==> src/rtl/inst_data_arbiter_pkg.sv <==
`default_nettype none
// ============================================================================
// Module   : inst_data_arbiter_pkg
// Purpose  : Shared definitions for the instruction/data RAM arbiter:
//            response owner encoding, starvation limit default, in-flight
//            tag record layout and the starvation counter width helper.
// Revision : 1.0 - initial release
// ============================================================================
package inst_data_arbiter_pkg;

  // Default number of consecutive MEM grants tolerated while IF waits.
  localparam int STARVE_LIMIT_DEF = 4;

  // Which requester owns the read currently in flight.
  typedef enum logic {
    OWN_IF  = 1'b0,
    OWN_MEM = 1'b1
  } owner_e;

  // One-deep in-flight read tag; err flags a misaligned fetch.
  typedef struct packed {
    logic   valid;
    owner_e owner;
    logic   err;
  } tag_t;

  localparam tag_t TAG_NONE = '{valid: 1'b0, owner: OWN_IF, err: 1'b0};

  // Counter width able to hold the limit value, never narrower than 3 bits.
  function automatic int starve_cnt_width(input int limit);
    int w;
    w = 1;
    while ((1 << w) <= limit) w++;
    if (w < 3) w = 3;
    return w;
  endfunction

endpackage
`default_nettype wire

==> src/rtl/inst_data_arbiter_starve_cnt.sv <==
`default_nettype none
// ============================================================================
// Module   : arb_starve_cnt
// Purpose  : Counts MEM grants issued while a fetch request is pending and
//            flags starvation once the count reaches STARVE_LIMIT.
// Ports    : clk, reset     - clock, asynchronous active-high reset
//            if_req         - fetch request pending
//            if_gnt         - fetch granted this cycle
//            mem_gnt        - data access granted this cycle
//            starve         - IF must win arbitration this cycle
// Revision : 1.0 - initial release
// ============================================================================
module arb_starve_cnt
  import inst_data_arbiter_pkg::*;
#(
  parameter int STARVE_LIMIT = STARVE_LIMIT_DEF,
  parameter int CNT_W        = starve_cnt_width(STARVE_LIMIT)
) (
  input  logic clk,
  input  logic reset,
  input  logic if_req,
  input  logic if_gnt,
  input  logic mem_gnt,
  output logic starve
);

  localparam logic [CNT_W-1:0] LIMIT_V = CNT_W'(STARVE_LIMIT);

  logic [CNT_W-1:0] r_cnt;

  always_ff @(posedge clk or posedge reset) begin
    if (reset) begin
      r_cnt <= '0;
    end else if (!if_req || if_gnt) begin
      r_cnt <= '0;
    end else if (mem_gnt && (r_cnt != LIMIT_V)) begin
      // Saturating guard; at the limit IF wins, so this rarely matters.
      r_cnt <= r_cnt + 1'b1;
    end
  end

  assign starve = if_req && (r_cnt == LIMIT_V);

endmodule
`default_nettype wire

==> src/rtl/inst_data_arbiter.sv <==
`default_nettype none
// ============================================================================
// Module   : inst_data_arbiter
// Purpose  : Arbitrates a single-ported synchronous RAM between instruction
//            fetch (IF) and data access (MEM). MEM has priority; a starvation
//            counter forces an IF grant after STARVE_LIMIT consecutive MEM
//            grants. Reads return exactly one cycle after the grant.
// Ports    : clk, reset                    - clock, async active-high reset
//            if_req/if_addr/if_flush       - fetch request, address, cancel
//            if_gnt/if_rvalid/if_rdata/if_err - fetch grant and response
//            mem_req/mem_wen/mem_addr/mem_wdata - data request
//            mem_gnt/mem_rvalid/mem_rdata  - data grant and load response
//            ram_en/ram_wen/ram_addr/ram_wdata/ram_rdata - shared RAM port
// Revision : 1.0 - initial release
// ============================================================================
module inst_data_arbiter
  import inst_data_arbiter_pkg::*;
#(
  parameter int STARVE_LIMIT = STARVE_LIMIT_DEF
) (
  input  logic        clk,
  input  logic        reset,
  // Instruction fetch port
  input  logic        if_req,
  input  logic [31:0] if_addr,
  input  logic        if_flush,
  output logic        if_gnt,
  output logic        if_rvalid,
  output logic [31:0] if_rdata,
  output logic        if_err,
  // Data access port
  input  logic        mem_req,
  input  logic [3:0]  mem_wen,
  input  logic [31:0] mem_addr,
  input  logic [31:0] mem_wdata,
  output logic        mem_gnt,
  output logic        mem_rvalid,
  output logic [31:0] mem_rdata,
  // Shared RAM port
  output logic        ram_en,
  output logic [3:0]  ram_wen,
  output logic [31:0] ram_addr,
  output logic [31:0] ram_wdata,
  input  logic [31:0] ram_rdata
);

  logic w_starve;
  logic w_if_win;
  logic w_if_mis;
  logic w_if_resp;
  tag_t w_tag_nxt;
  tag_t r_tag;

  arb_starve_cnt #(
    .STARVE_LIMIT (STARVE_LIMIT)
  ) u_starve_cnt (
    .clk     (clk),
    .reset   (reset),
    .if_req  (if_req),
    .if_gnt  (if_gnt),
    .mem_gnt (mem_gnt),
    .starve  (w_starve)
  );

  // IF wins when MEM is idle or when IF has been starved long enough.
  assign w_if_win = if_req && (!mem_req || w_starve);
  assign w_if_mis = |if_addr[1:0];

  // Grants are forced low while reset is asserted.
  assign if_gnt  = !reset && w_if_win;
  assign mem_gnt = !reset && mem_req && !w_if_win;

  // RAM port steering from the granted requester.
  always_comb begin
    ram_en    = 1'b0;
    ram_wen   = 4'h0;
    ram_addr  = 32'h0;
    ram_wdata = 32'h0;
    if (mem_gnt) begin
      ram_en    = 1'b1;
      ram_wen   = mem_wen;
      ram_addr  = mem_addr;
      ram_wdata = mem_wdata;
    end else if (if_gnt) begin
      // A misaligned fetch never touches the RAM; it only returns an error.
      ram_en    = !w_if_mis;
      ram_addr  = if_addr;
    end
  end

  // Next in-flight tag: one entry per read grant, none for writes.
  always_comb begin
    w_tag_nxt = TAG_NONE;
    if (mem_gnt) begin
      w_tag_nxt.valid = (mem_wen == 4'h0);
      w_tag_nxt.owner = OWN_MEM;
    end else if (if_gnt) begin
      // A flush in the grant cycle kills the fetch before it is tracked.
      w_tag_nxt.valid = !if_flush;
      w_tag_nxt.owner = OWN_IF;
      w_tag_nxt.err   = w_if_mis;
    end
  end

  always_ff @(posedge clk or posedge reset) begin
    if (reset) begin
      r_tag <= TAG_NONE;
    end else begin
      r_tag <= w_tag_nxt;
    end
  end

  // Response decode; a flush in the response cycle also drops the fetch.
  assign w_if_resp  = r_tag.valid && (r_tag.owner == OWN_IF);
  assign if_rvalid  = w_if_resp && !if_flush;
  assign if_err     = if_rvalid && r_tag.err;
  assign if_rdata   = (if_rvalid && !r_tag.err) ? ram_rdata : 32'h0;

  assign mem_rvalid = r_tag.valid && (r_tag.owner == OWN_MEM);
  assign mem_rdata  = mem_rvalid ? ram_rdata : 32'h0;

endmodule
`default_nettype wire

==> config.mk <==
export PLATFORM = sky130hd
export DESIGN_NAME = inst_data_arbiter
export DESIGN_NICKNAME = d
export VERILOG_FILES = /design/src/rtl/inst_data_arbiter_pkg.sv /design/src/rtl/inst_data_arbiter_starve_cnt.sv /design/src/rtl/inst_data_arbiter.sv
export SDC_FILE = /design/constraint.sdc
export NUM_CORES = 1
export LEC_CHECK = 0
export CELL_PAD_IN_SITES_DETAIL_PLACEMENT = 0
export CELL_PAD_IN_SITES_GLOBAL_PLACEMENT = 1
export CORE_UTILIZATION = 11
export CTS_CLUSTER_SIZE = 8
export DETAILED_ROUTE_END_ITERATION = 16
export PLACE_DENSITY = 0.79
export SLEW_MARGIN = 20
export SYNTH_ARGS = -nofsm -noshare
export SYNTH_HDL_FRONTEND = slang
export SYNTH_SLANG_ARGS = --single-unit
export TNS_END_PERCENT = 20
==> constraint.sdc <==
create_clock -name clk -period 2.11 [get_ports clk]
set_clock_uncertainty 0.05 [all_clocks]
set_input_delay 0.422 -clock clk [delete_from_list [all_inputs] [get_ports clk]]
set_output_delay 0.422 -clock clk [all_outputs]
set_load 0.05 [all_outputs]
==> results_dict.tcl <==
set metrics [dict create \
    max_clock_freq_mhz 439.2 \
    clk_latency_ns 0.23 \
    r2r_setup_slack_ns 0.32 \
    die_area_mm2 0.01362 \
    fin_crit_ns 2.277 \
    synth_ff_type "dfrtp_1" \
    path_delay_family "buffers and inverters" \
    die_y_um 116.7 \
    num_rows 41 \
    postPlaceCellArea_mm2 0.005857 \
    maxCapViolCount 0 \
    hold_viol_final 0 \
    use_met3_pct 3.736 \
    cp-start-kind "flop" \
    met1_usage_pct 14.63 \
    nNetsFinal 624 \
    synth_edf_count 0 \
    outcome "finished with violations" \
    ys_warn_count 0 \
    rsz0062_at_grt "yes" \
    htree_levels 1 \
    ir_worst_vdd_mv 0.1953 \
    syn-num-nets 330 \
    power_leakage_nw 2.912 \
    vias_per_cell 4.072 \
    tightest_slew_ns 0.3666 \
    cpMaxStageDelayCell "dfrtp_1" \
    synth_area_per_cell_um2 7.579 \
    wl_per_cell_um 15.87 \
    antenna_found_initial 0 \
    drv_slew 0 \
    vias 2667 \
    dieWidth_um 116.7 \
    end_kind "primary output" \
    period_share_pct 107.9 \
    postRouteAntennaNets 0 \
    cp.depth 8 \
    path_cells "inv_2 > ha_4 > a21boi_4 > nor3b_4 > buf_6 > buf_8 > a22o_1 > buf_12" \
    gp_congestion 0.7139 \
    arrival_ns 1.81 \
    grt_pass1_vias 2667 \
    critPathMaxFanout 6 \
    violations "setup timing" \
    setup_viol 71 \
    fin_ws_ns -0.1671 \
    r2r_start "u_starve_cnt.r_cnt[0]$_DFFE_PP0P_" \
    area_growth_pct 343.4 \
    drc 0 \
    placedCellCount 632 \
    drt_wl_total_mm 10.39 \
    netlist_instances 191 \
    cts_buffers 3 \
    yosysSeqAreaShare_pct 10.37 \
    grt_max_degree 38 \
    core_mm2 0.01272 \
    syn_area_mm2 0.001448 \
    synth-async-reset-ratio_pct 100.0 \
    fin_util_pct 50.45 \
    synth.ff_latch_count 6 \
    grt-ovfl-total 0 \
    crit_buf_inv 4 \
    insertedDiodeCount 0 \
    clkTransAtPathRegs_ns 0.03 \
    grt_pass1_wl_mm 14.64 \
    r2r_cells 9 \
    cts.sinks 6 \
    clockBufferDepth 2 \
    design_area_mm2 0.006419 \
    cp_slowest_stage_delay_ns 0.38 \
    timing.slew.headroom_pct 75.33 \
    pwr_density_cell_mw_per_mm2 249.6 \
    hpwl_mm 8.160 \
    initial_core_util_pct 11.38 \
    drt_first_pass_iters 3 \
    drt-initial-drc-count 99 \
    drive_above_1_share_pct 51.35 \
    cts-root-buf "clkbuf_16" \
    final_cells 655 \
    reg2reg_to "r_tag[2]$_DFF_PP0_" \
    crit_type "flop to primary output" \
    cts_tree "done" \
    ctsHoldBuffers 0 \
    required_ns 1.64 \
    grt_use_total_pct 14.09 \
    port_buffers 274 \
    use_met2_pct 28.80 \
    fin_total_pwr_w 0.001602 \
    gr-max-usage-layer "met2" \
    hp-class "input pin to async pin" \
    synth_cell_types 27 \
    pin_count 275 \
]
flip-flops by register name (all words and copies together), names as in the netlist:
name and count:
r_tag 3, u_starve_cnt.r_cnt 3
report_power, final:
part | total [W] | internal (W) | leakage [nW] | switching, W
registers | 0.000122 | 0.000120 | 0.0814 | 0.00000286
clock network | 0.000306 | 0.000243 | 0.0370 | 0.0000625
logic | 0.00117 | 0.000657 | 2.79 | 0.000517
total | 0.00160 | 0.00102 | 2.91 | 0.000582
cell families after synthesis:
family	after synthesis	synth area share [%]
buf+inv	27	10.98
flops	6	10.37
fa+ha+maj	2	1.728
simple gates	117	52.46
compound gates	39	24.46
worst max path at each step:
stage	startpoint	end
5_1_grt	u_starve_cnt.r_cnt[0]$_DFFE_PP0P_	ram_addr[0]
3_3_place_gp	mem_req	ram_addr[12]
4_1_cts	u_starve_cnt.r_cnt[1]$_DFFE_PP0P_	ram_addr[3]
6_report	u_starve_cnt.r_cnt[0]$_DFFE_PP0P_	ram_addr[0]
3_5_place_dp	mem_req	ram_addr[14]
2_1_floorplan	u_starve_cnt.r_cnt[0]$_DFFE_PP0P_	ram_addr[11]
through the flow:
stage / hold WS [ns] / setup TNS, ns / setup WS (ns)
4_1_cts: 0.4675 / -8.186 / -0.1883
5_1_grt: 0.4877 / -12.09 / -0.2193
3_5_place_dp: 0.5222 / -21.54 / -0.3142
3_3_place_gp: 0.4928 / -20.35 / -0.2777
6_report: 0.4595 / -6.831 / -0.1671
2_1_floorplan: 0.1799 / -3.034 / -0.1097
layout by cell type (no fill, tap or decap), drive strengths merged, types with 2 or more instances in the layout:
master / n
buf: 174
clkdlybuf4s50: 132
and3: 68
and2: 37
a22o: 33
dfrtp: 6
dlygate4sd2: 4
a21boi: 4
inv: 4
clkbuf: 3
nand3: 3
nor3b: 3
nand2: 2
and2b: 2
ha: 2
layer usage:
layer,wire length (um),part of all wire (%),vias to the layer above
met5,0,0,-
met4,40,0.38,0
met3,895,8.6,4
met2,5936,57,136
met1,3521,34,1236
li1,-,-,1291
cell usage after synthesis, drive strengths merged (2+ instances only):
| library cell | n | area, um2 |
|---|---|---|
| inv | 4 | 15.01 |
| nand2 | 2 | 7.510 |
| and2b | 2 | 15.01 |
| a22o | 33 | 307.8 |
| dfrtp | 6 | 150.1 |
| ha | 2 | 25.02 |
| and3 | 68 | 425.4 |
| buf | 7 | 78.83 |
| nor3b | 3 | 38.79 |
| and2 | 35 | 221.5 |
| a21boi | 4 | 33.78 |
| clkbuf | 16 | 65.06 |
| nand3 | 3 | 27.53 |
worst reg2reg max path: cells and delay by family, from the launching register on:
family                     cells  cell delay (ns)
AOI/OAI and AO/OA              1             0.21
buffers and inverters          5             0.57
adders and majority gates      1             0.17
DFF                            1             0.38
and+or+nand+nor                2             0.30
final cells by class:
cell class                 count  area, um2
multi-input combinational    160       1464
fill                        1153       6304
sequential                     6      150.1
inverter                       4      15.01
clock buffer                   3      75.07
timing repair buffer         310       4499
tap                          172      215.2
timing repair:
action	4_1_cts	5_1_grt
gates cloned	5	0
setup endpoints to repair	103	73
pin swaps	14	24
setup buffers	14	3
gates resized for setup	42	16
(Power assumes the default switching activity.)
